<file path="config.mk">
export PLATFORM = sky130hd
export DESIGN_NAME = fp_addsub_seq_flat
export DESIGN_NICKNAME = d
export VERILOG_FILES = /design/src/rtl/fp_addsub_seq_if.sv /design/src/rtl/fp_addsub_seq.sv /design/src/flat_wrapper.sv
export SDC_FILE = /design/constraint.sdc
export NUM_CORES = 1
export LEC_CHECK = 0
export ABC_AREA = 0
export CAP_MARGIN = 30
export CELL_PAD_IN_SITES_DETAIL_PLACEMENT = 1
export CELL_PAD_IN_SITES_GLOBAL_PLACEMENT = 1
export CORE_MARGIN = 10
export CORE_UTILIZATION = 45
export DETAILED_ROUTE_END_ITERATION = 12
export DONT_BUFFER_PORTS = 1
export PLACE_DENSITY_LB_ADDON = 0.1
export SLEW_MARGIN = 15
export SYNTH_ARGS = -nofsm -noshare
export SYNTH_HDL_FRONTEND = slang
export SYNTH_SLANG_ARGS = --single-unit
export TNS_END_PERCENT = 5
</file>
<file path="constraint.sdc">
create_clock -name clk -period 12.8 [get_ports clk]
set_input_delay 2.56 -clock clk [delete_from_list [all_inputs] [get_ports clk]]
set_output_delay 2.56 -clock clk [all_outputs]
set_load 0.05 [all_outputs]
</file>
<file path="src/rtl/fp_addsub_seq_if.sv">
// Operand/result handshake bundle for fp_addsub_seq.
// Both channels are valid/ready: a word moves on a rising edge where valid and ready are high.
interface fp_addsub_seq_if #(
  parameter int EXP_W = 8,
  parameter int MAN_W = 23
);
  localparam int W = 1 + EXP_W + MAN_W;

  logic         in_valid;
  logic         in_ready;
  logic [W-1:0] para1;
  logic [W-1:0] para2;
  logic         op;
  logic         out_valid;
  logic         out_ready;
  logic [W-1:0] out;
  logic         under_overflow;

  modport master (
    output in_valid, para1, para2, op, out_ready,
    input  in_ready, out_valid, out, under_overflow
  );

  modport slave (
    input  in_valid, para1, para2, op, out_ready,
    output in_ready, out_valid, out, under_overflow
  );
endinterface

</file>
<file path="src/rtl/fp_addsub_seq.sv">
// Multi-cycle parametrised floating-point add/subtract, round toward zero, denormals flushed.
// Pipeline of states: ALIGN -> ADD -> NORM (1+ cycles) -> PACK -> DONE; specials wait in SPEC.
module fp_addsub_seq #(
  parameter int EXP_W = 8,
  parameter int MAN_W = 23
) (
  input  logic              clk,
  input  logic              rst_n,
  fp_addsub_seq_if.slave    bus,
  output logic [2:0]        o_dbg_state
);
  localparam int W  = 1 + EXP_W + MAN_W;
  localparam int M  = MAN_W + 5;
  localparam int EW = EXP_W + 1;
  localparam logic [EW-1:0] EXP_MAX = {1'b0, {EXP_W{1'b1}}};
  localparam logic [EW-1:0] SH_MAX  = EW'(MAN_W + 3);
  localparam logic [EW-1:0] EXP_ONE = EW'(1);

  typedef enum logic [2:0] {
    IDLE  = 3'd0,
    ALIGN = 3'd1,
    ADD   = 3'd2,
    NORM  = 3'd3,
    PACK  = 3'd4,
    DONE  = 3'd5,
    SPEC  = 3'd6
  } state_t;

  state_t         r_state;
  logic           r_sa, r_sb;
  logic [EW-1:0]  r_ea, r_eb;
  logic [M-1:0]   r_ma, r_mb;
  logic           r_special;
  logic [W-1:0]   r_spec_word;
  logic [1:0]     r_cnt;
  logic           r_uf;

  // Operand unpack (B's sign already carries op)
  logic [EXP_W-1:0] w_ea_f, w_eb_f;
  logic [MAN_W-1:0] w_fa, w_fb;
  logic             w_sbe;
  logic             w_a_spec, w_b_spec, w_a_nan, w_b_nan;
  logic [M-1:0]     w_ma_in, w_mb_in;
  logic [W-1:0]     w_spec_word;

  assign w_ea_f   = bus.para1[W-2:MAN_W];
  assign w_eb_f   = bus.para2[W-2:MAN_W];
  assign w_fa     = bus.para1[MAN_W-1:0];
  assign w_fb     = bus.para2[MAN_W-1:0];
  assign w_sbe    = bus.para2[W-1] ^ bus.op;
  assign w_a_spec = &w_ea_f;
  assign w_b_spec = &w_eb_f;
  assign w_a_nan  = w_a_spec && (|w_fa);
  assign w_b_nan  = w_b_spec && (|w_fb);
  assign w_ma_in  = (w_ea_f == '0) ? '0 : {2'b01, w_fa, 3'b000};
  assign w_mb_in  = (w_eb_f == '0) ? '0 : {2'b01, w_fb, 3'b000};

  always_comb begin
    w_spec_word = '0;
    if (w_a_nan || w_b_nan || (w_a_spec && w_b_spec && (bus.para1[W-1] != w_sbe)))
      w_spec_word = {1'b0, {EXP_W{1'b1}}, 1'b1, {(MAN_W-1){1'b0}}};
    else if (w_a_spec)
      w_spec_word = {bus.para1[W-1], {EXP_W{1'b1}}, {MAN_W{1'b0}}};
    else
      w_spec_word = {w_sbe, {EXP_W{1'b1}}, {MAN_W{1'b0}}};
  end

  // Alignment: larger magnitude becomes A, smaller is shifted right with sticky collection
  logic           w_swap;
  logic           w_big_s, w_sml_s;
  logic [EW-1:0]  w_big_e, w_sml_e, w_diff;
  logic [M-1:0]   w_big_m, w_sml_m, w_shifted, w_sml_al;
  logic           w_lost;

  assign w_swap    = {r_eb, r_mb} > {r_ea, r_ma};
  assign w_big_s   = w_swap ? r_sb : r_sa;
  assign w_sml_s   = w_swap ? r_sa : r_sb;
  assign w_big_e   = w_swap ? r_eb : r_ea;
  assign w_sml_e   = w_swap ? r_ea : r_eb;
  assign w_big_m   = w_swap ? r_mb : r_ma;
  assign w_sml_m   = w_swap ? r_ma : r_mb;
  assign w_diff    = w_big_e - w_sml_e;
  assign w_shifted = w_sml_m >> w_diff;
  assign w_lost    = |(w_sml_m & ~({M{1'b1}} << w_diff));
  assign w_sml_al  = (w_diff > SH_MAX) ? {{(M-1){1'b0}}, |w_sml_m}
                                       : {w_shifted[M-1:1], w_shifted[0] | w_lost};

  logic [M-1:0] w_sum;
  assign w_sum = (r_sa == r_sb) ? (r_ma + r_mb) : (r_ma - r_mb);

  assign bus.in_ready = (r_state == IDLE) && rst_n;
  assign o_dbg_state  = r_state;

  always_ff @(posedge clk) begin
    if (!rst_n) begin
      r_state            <= IDLE;
      r_sa               <= 1'b0;
      r_sb               <= 1'b0;
      r_ea               <= '0;
      r_eb               <= '0;
      r_ma               <= '0;
      r_mb               <= '0;
      r_special          <= 1'b0;
      r_spec_word        <= '0;
      r_cnt              <= '0;
      r_uf               <= 1'b0;
      bus.out            <= '0;
      bus.out_valid      <= 1'b0;
      bus.under_overflow <= 1'b0;
    end else begin
      case (r_state)
        IDLE: begin
          if (bus.in_valid) begin
            r_sa        <= bus.para1[W-1];
            r_sb        <= w_sbe;
            r_ea        <= {1'b0, w_ea_f};
            r_eb        <= {1'b0, w_eb_f};
            r_ma        <= w_ma_in;
            r_mb        <= w_mb_in;
            r_special   <= w_a_spec || w_b_spec;
            r_spec_word <= w_spec_word;
            r_cnt       <= '0;
            r_uf        <= 1'b0;
            r_state     <= (w_a_spec || w_b_spec) ? SPEC : ALIGN;
          end
        end
        // Specials idle here so their latency matches a one-cycle NORM
        SPEC: begin
          r_cnt <= r_cnt + 2'd1;
          if (r_cnt == 2'd2) r_state <= PACK;
        end
        ALIGN: begin
          r_sa    <= w_big_s;
          r_sb    <= w_sml_s;
          r_ea    <= w_big_e;
          r_ma    <= w_big_m;
          r_mb    <= w_sml_al;
          r_state <= ADD;
        end
        ADD: begin
          r_ma    <= w_sum;
          r_sa    <= (w_sum == '0) ? 1'b0 : r_sa;
          r_state <= NORM;
        end
        NORM: begin
          if (r_ma[M-1]) begin
            r_ma    <= {1'b0, r_ma[M-1:2], r_ma[1] | r_ma[0]};
            r_ea    <= r_ea + EXP_ONE;
            r_state <= PACK;
          end else if (r_ma == '0) begin
            r_state <= PACK;
          end else if (!r_ma[M-2]) begin
            if (r_ea <= EXP_ONE) begin
              r_uf    <= 1'b1;
              r_state <= PACK;
            end else begin
              r_ma <= {r_ma[M-2:0], 1'b0};
              r_ea <= r_ea - EXP_ONE;
            end
          end else begin
            r_state <= PACK;
          end
        end
        PACK: begin
          if (r_special) begin
            bus.out            <= r_spec_word;
            bus.under_overflow <= 1'b0;
          end else if (r_uf) begin
            bus.out            <= {r_sa, {(W-1){1'b0}}};
            bus.under_overflow <= 1'b1;
          end else if (r_ea >= EXP_MAX) begin
            bus.out            <= {r_sa, {EXP_W{1'b1}}, {MAN_W{1'b0}}};
            bus.under_overflow <= 1'b1;
          end else if (r_ma == '0) begin
            bus.out            <= '0;
            bus.under_overflow <= 1'b0;
          end else begin
            bus.out            <= {r_sa, r_ea[EXP_W-1:0], r_ma[M-3:3]};
            bus.under_overflow <= 1'b0;
          end
          bus.out_valid <= 1'b1;
          r_state       <= DONE;
        end
        DONE: begin
          if (bus.out_ready) begin
            bus.out_valid <= 1'b0;
            r_state       <= IDLE;
          end
        end
        default: r_state <= IDLE;
      endcase
    end
  end
endmodule

</file>
<file path="src/flat_wrapper.sv">
// flat-port wrapper written by rule: the top's interface ports become plain ports
module fp_addsub_seq_flat 
#(
  parameter int EXP_W = 8,
  parameter int MAN_W = 23
)
  (clk, rst_n, o_dbg_state, bus_in_valid, bus_para1, bus_para2, bus_op, bus_out_ready, bus_in_ready, bus_out_valid, bus_out, bus_under_overflow);
  fp_addsub_seq_if #(.EXP_W(EXP_W), .MAN_W(MAN_W)) bus_i ();
  input  logic clk;
  input  logic rst_n;
  output logic [2:0] o_dbg_state;
  input wire logic [$bits(bus_i.in_valid)-1:0] bus_in_valid;
  input wire logic [$bits(bus_i.para1)-1:0] bus_para1;
  input wire logic [$bits(bus_i.para2)-1:0] bus_para2;
  input wire logic [$bits(bus_i.op)-1:0] bus_op;
  input wire logic [$bits(bus_i.out_ready)-1:0] bus_out_ready;
  output wire logic [$bits(bus_i.in_ready)-1:0] bus_in_ready;
  output wire logic [$bits(bus_i.out_valid)-1:0] bus_out_valid;
  output wire logic [$bits(bus_i.out)-1:0] bus_out;
  output wire logic [$bits(bus_i.under_overflow)-1:0] bus_under_overflow;
  assign bus_i.in_valid = bus_in_valid;
  assign bus_i.para1 = bus_para1;
  assign bus_i.para2 = bus_para2;
  assign bus_i.op = bus_op;
  assign bus_i.out_ready = bus_out_ready;
  assign bus_in_ready = bus_i.in_ready;
  assign bus_out_valid = bus_i.out_valid;
  assign bus_out = bus_i.out;
  assign bus_under_overflow = bus_i.under_overflow;
  fp_addsub_seq #(.EXP_W(EXP_W), .MAN_W(MAN_W)) u_core (.clk(clk), .rst_n(rst_n), .bus(bus_i), .o_dbg_state(o_dbg_state));
endmodule
</file>
==> summary.txt <==
Global routing
  – Overall track demand over capacity in global routing: 30.28%
  – Antenna violations before repair: 2
  – GRT met3 Usage: 5.988%
  – Global-route wire length before repair: 80.60 mm
  – Via count of the first global-routing pass: 13109
  – Largest net degree at the start of global routing: 76
  – Overflow left after global routing: 0
  – GRT met2 Usage: 46.10%
  – Most used routing layer in global routing: met2
  – Fraction of met1 tracks used by global routing: 41.44%

Clocking
  – CTS-repair resized insts: 0
  – Clk Latency, worst-skew pair: 0.44 ns
  – Number of buffers on the longest clock path: 2
  – CTS H-tree depth: 4
  – Number of buffers inserted by hold repair at cts: 0
  – Number of buffers inserted during clock tree synthesis: 17
  – Clock-pin transition on the worst setup and hold timing paths: 0.07 ns
  – Clock root buffer: clkbuf_16
  – Sink Count: 119
  – Post-CTS setup buffer count: 0
  – Clock tree from TritonCTS: done

Floorplanning
  – Total die area: 33750 um^2
  – I/O pin count: 107
  – Height of the die: 183.7 um
  – Starting utilization of the core area: 46.03%
  – Die extent in x: 183.7 um
  – Number of placement rows: 59
  – Area of the placeable core: 26210 um^2

Final layout
  – Area of combinational cells with multiple inputs: 8974 um^2
  – Ratio of cells with drive above 1 in the final layout: 8.061%
  – Most common library cell in the layout ignoring fill and taps: nand2_1
  – Commonest non-fill, non-tap cells in the layout: 168 x nand2_1, 152 x nor2_1, 138 x a21oi_1, 118 x dfxtp_1, 93 x o21ai_0
  – Synthesis-to-finish area growth: 7.323%
  – Core utilization of the finished layout: 49.40%
  – FF/Latch Area: 2384 um^2
  – Filler Cell Count: 3286
  – Nets: 1690

Route
  – DRC violation count after routing: 0
  – Violation count after the first detailed-routing iteration: 1447
  – Antenna violation net count after detailed routing: 0
  – Number of vias after detailed routing: 13123
  – Pre-Repair DR Iteration Count: 5
  – Total wire length: 52.05 mm
  – Routed wirelength normalized by instance count: 27.39 um
  – Mean number of vias per cell: 6.907

Timing
  – Slew headroom: 32.07%
  – Min cycle time layout: 6.828 ns
  – Setup repair after global routing missed its margin: no
  – Final hold viol count: 0
  – Fmax achieved: 0.1465 GHz
  – Skew final: 0.01177 ns
  – Min setup slack post-route: 5.972 ns
  – Final Slew Violations: 0
  – Sum Neg Setup Slack: 0 ns
  – Crit share post-route: 53.34%
  – Transition time at the pin with the least slew margin: 1.019 ns
  – Final setup violation count: 0

Setup path
  – Slowest Stage Delay on Critical Path: 0.74 ns
  – Critical path startpoint category: flop
  – Cell breakdown of the critical path: inv_1 > ha_2 > buf_4 > and4_1 > and4_1 > a211oi_1 > a22oi_1 > nand3_1 > buf_4 > nor2_1 > a21oi_1 > ha_1 > a41oi_1 > a21oi_1 > or2_2 > mux2_2 > a211oi_4 > and2_1 > a21bo_1 > a21oi_1
  – Most prevalent standard cell on the critical path: a21oi_1
  – Critical path start-end classification: reg2reg
  – Type of element capturing the critical path: flop
  – Data required time at the worst endpoint: 13.16 ns
  – Data arrival, critical path: 7.19 ns
  – Buffer and inverter count on the worst path: 3
  – Critical path's slowest cell: and2_1
  – Delay-heaviest family, CP: compound AO/OA/AOI/OAI gates
  – Largest driver fanout on the critical path: 45

Yosys
  – Number of instances in the synthesized netlist: 1621
  – Number of flip-flops and latches in the synthesized netlist: 119
  – Cell area after synthesis: 12060 um^2
  – Asr flop ratio synth: 0%
  – Net count after synthesis: 1761
  – Synth unique cells: 84
  – Sequential-to-total area share from yosys stat: 19.75%
  – Number of enable flip-flop cells after synthesis: 0
  – Number of warnings printed during yosys synthesis: 0
  – Synthesized area divided by synthesized cell count: 7.442 um^2
  – Flip-flop cell with the highest count after synthesis: dfxtp_1

Power
  – Peak supply drop: 0.1377 mV
  – Pleak: 5.027 nW
  – Pwr Density: 270.5 nW/um^2
  – Post-route total power: 0.003503 W

Placed design
  – Half-perimeter wire length after detailed placement: 39.25 mm
  – Place WS: 6.166 ns
  – Final Wtd Congestion: 0.9694
  – Number of buffers added on ports: 0

Run status
  – Result of the run: finished clean

Job
  – Count of max-cap constraint violations: 0

Min path
  – Hold WC Path Type: reg2reg
## through the flow
step	hold WS, ns	area [um^2]	instances
2_1_floorplan	0.4402	12060	1621
3_3_place_gp	0.4498	12250	1862
3_5_place_dp	0.4637	12290	1864
4_1_cts	0.4820	12900	1896
5_1_grt	0.5068	12940	1899
6_report	0.4725	12950	1900
## report_power, final
| group | total, W | internal (W) | switching, W |
|---|---|---|---|
| clock | 0.000515 | 0.000280 | 0.000235 |
| combinational | 0.00239 | 0.000889 | 0.00150 |
| sequential | 0.000599 | 0.000429 | 0.000171 |
| total | 0.00350 | 0.00160 | 0.00190 |
## path summary, 6_finish.rpt
check | slack, ns | to | cells after the start | startpoint
max | 5.97 | u_core.r_mb[14]$_SDFFE_PN0P_ | 20 | u_core.r_ea[0]$_SDFFE_PN0P_
min | 0.47 | u_core.r_spec_word[30]$_SDFFE_PN0P_ | 2 | u_core.r_spec_word[30]$_SDFFE_PN0P_
max reg2reg | 5.97 | u_core.r_mb[14]$_SDFFE_PN0P_ | 20 | u_core.r_ea[0]$_SDFFE_PN0P_
min reg2reg | 0.47 | u_core.r_spec_word[30]$_SDFFE_PN0P_ | 2 | u_core.r_spec_word[30]$_SDFFE_PN0P_
## cell type report
class	instances	area share (%)
Antenna cell	2	0.03866
Clock buffer	17	3.286
Clock inverter	15	1.421
Inverter	60	1.740
Multi-Input combinational cell	1315	69.31
Sequential cell	119	18.41
Tap cell	335	3.238
Timing Repair Buffer	37	2.551
## worst min-delay path, delay by kind of cell, from the launching register on
family / cells / cell delay (ns)
flip-flops: 1 / 0.33
AND/OR/NAND/NOR: 2 / 0.12
## flip-flops by register name, summed over array words and instances (netlist names)
name,count
u_core.r_sa,1
u_core.r_ea,9
u_core.r_uf,1
u_core.bus.out,32
u_core.r_spec_word,3
u_core.r_sb,1
u_core.bus.out_valid,1
u_core.r_special,1
u_core.r_ma,28
u_core.bus.under_overflow,1
u_core.r_eb,8
u_core.r_mb,28
u_core.o_dbg_state,3
u_core.r_cnt,2
## synth_stat cells (18+ instances only)
cell        n  area share [%]
nand2_1   168             5.2
nor2_1    154             4.8
a21oi_1   140             5.8
dfxtp_1   119              20
clkbuf_1   94             2.9
o21ai_0    93             3.9
mux2i_1    79             6.6
ha_1       70             7.3
inv_1      59             1.8
xnor2_1    40             2.9
nand4_1    36             1.9
nor4_1     35             1.8
nand3_1    34             1.4
nor3_1     33             1.4
a22oi_1    30             1.9
a211oi_1   24             1.5
a222oi_1   24             2.0
o31ai_1    24             1.5
mux4_2     21             3.9
xor2_1     20             1.5
a31oi_1    18            0.93
and2_1     18            0.93
## logic make-up after synthesis
logic type               share of synthesized area (%)
XOR/XNOR                                         4.356
AO/OA/AOI/OAI                                    28.37
AND/OR/NAND/NOR                                  22.87
multiplexers                                     10.97
adder cells (fa/ha/maj)                          7.510
buffers and inverters                            6.171
flip-flops                                       19.75
## metal layers
metal	part of all wire (%)	routed length [um]	vias up
li1	-	-	5956
met1	44	22930	6477
met2	44	22940	601
met3	9.0	4694	89
met4	2.9	1487	0
met5	0	0	-
No activity file was read; power rests on OpenSTA's default activity.
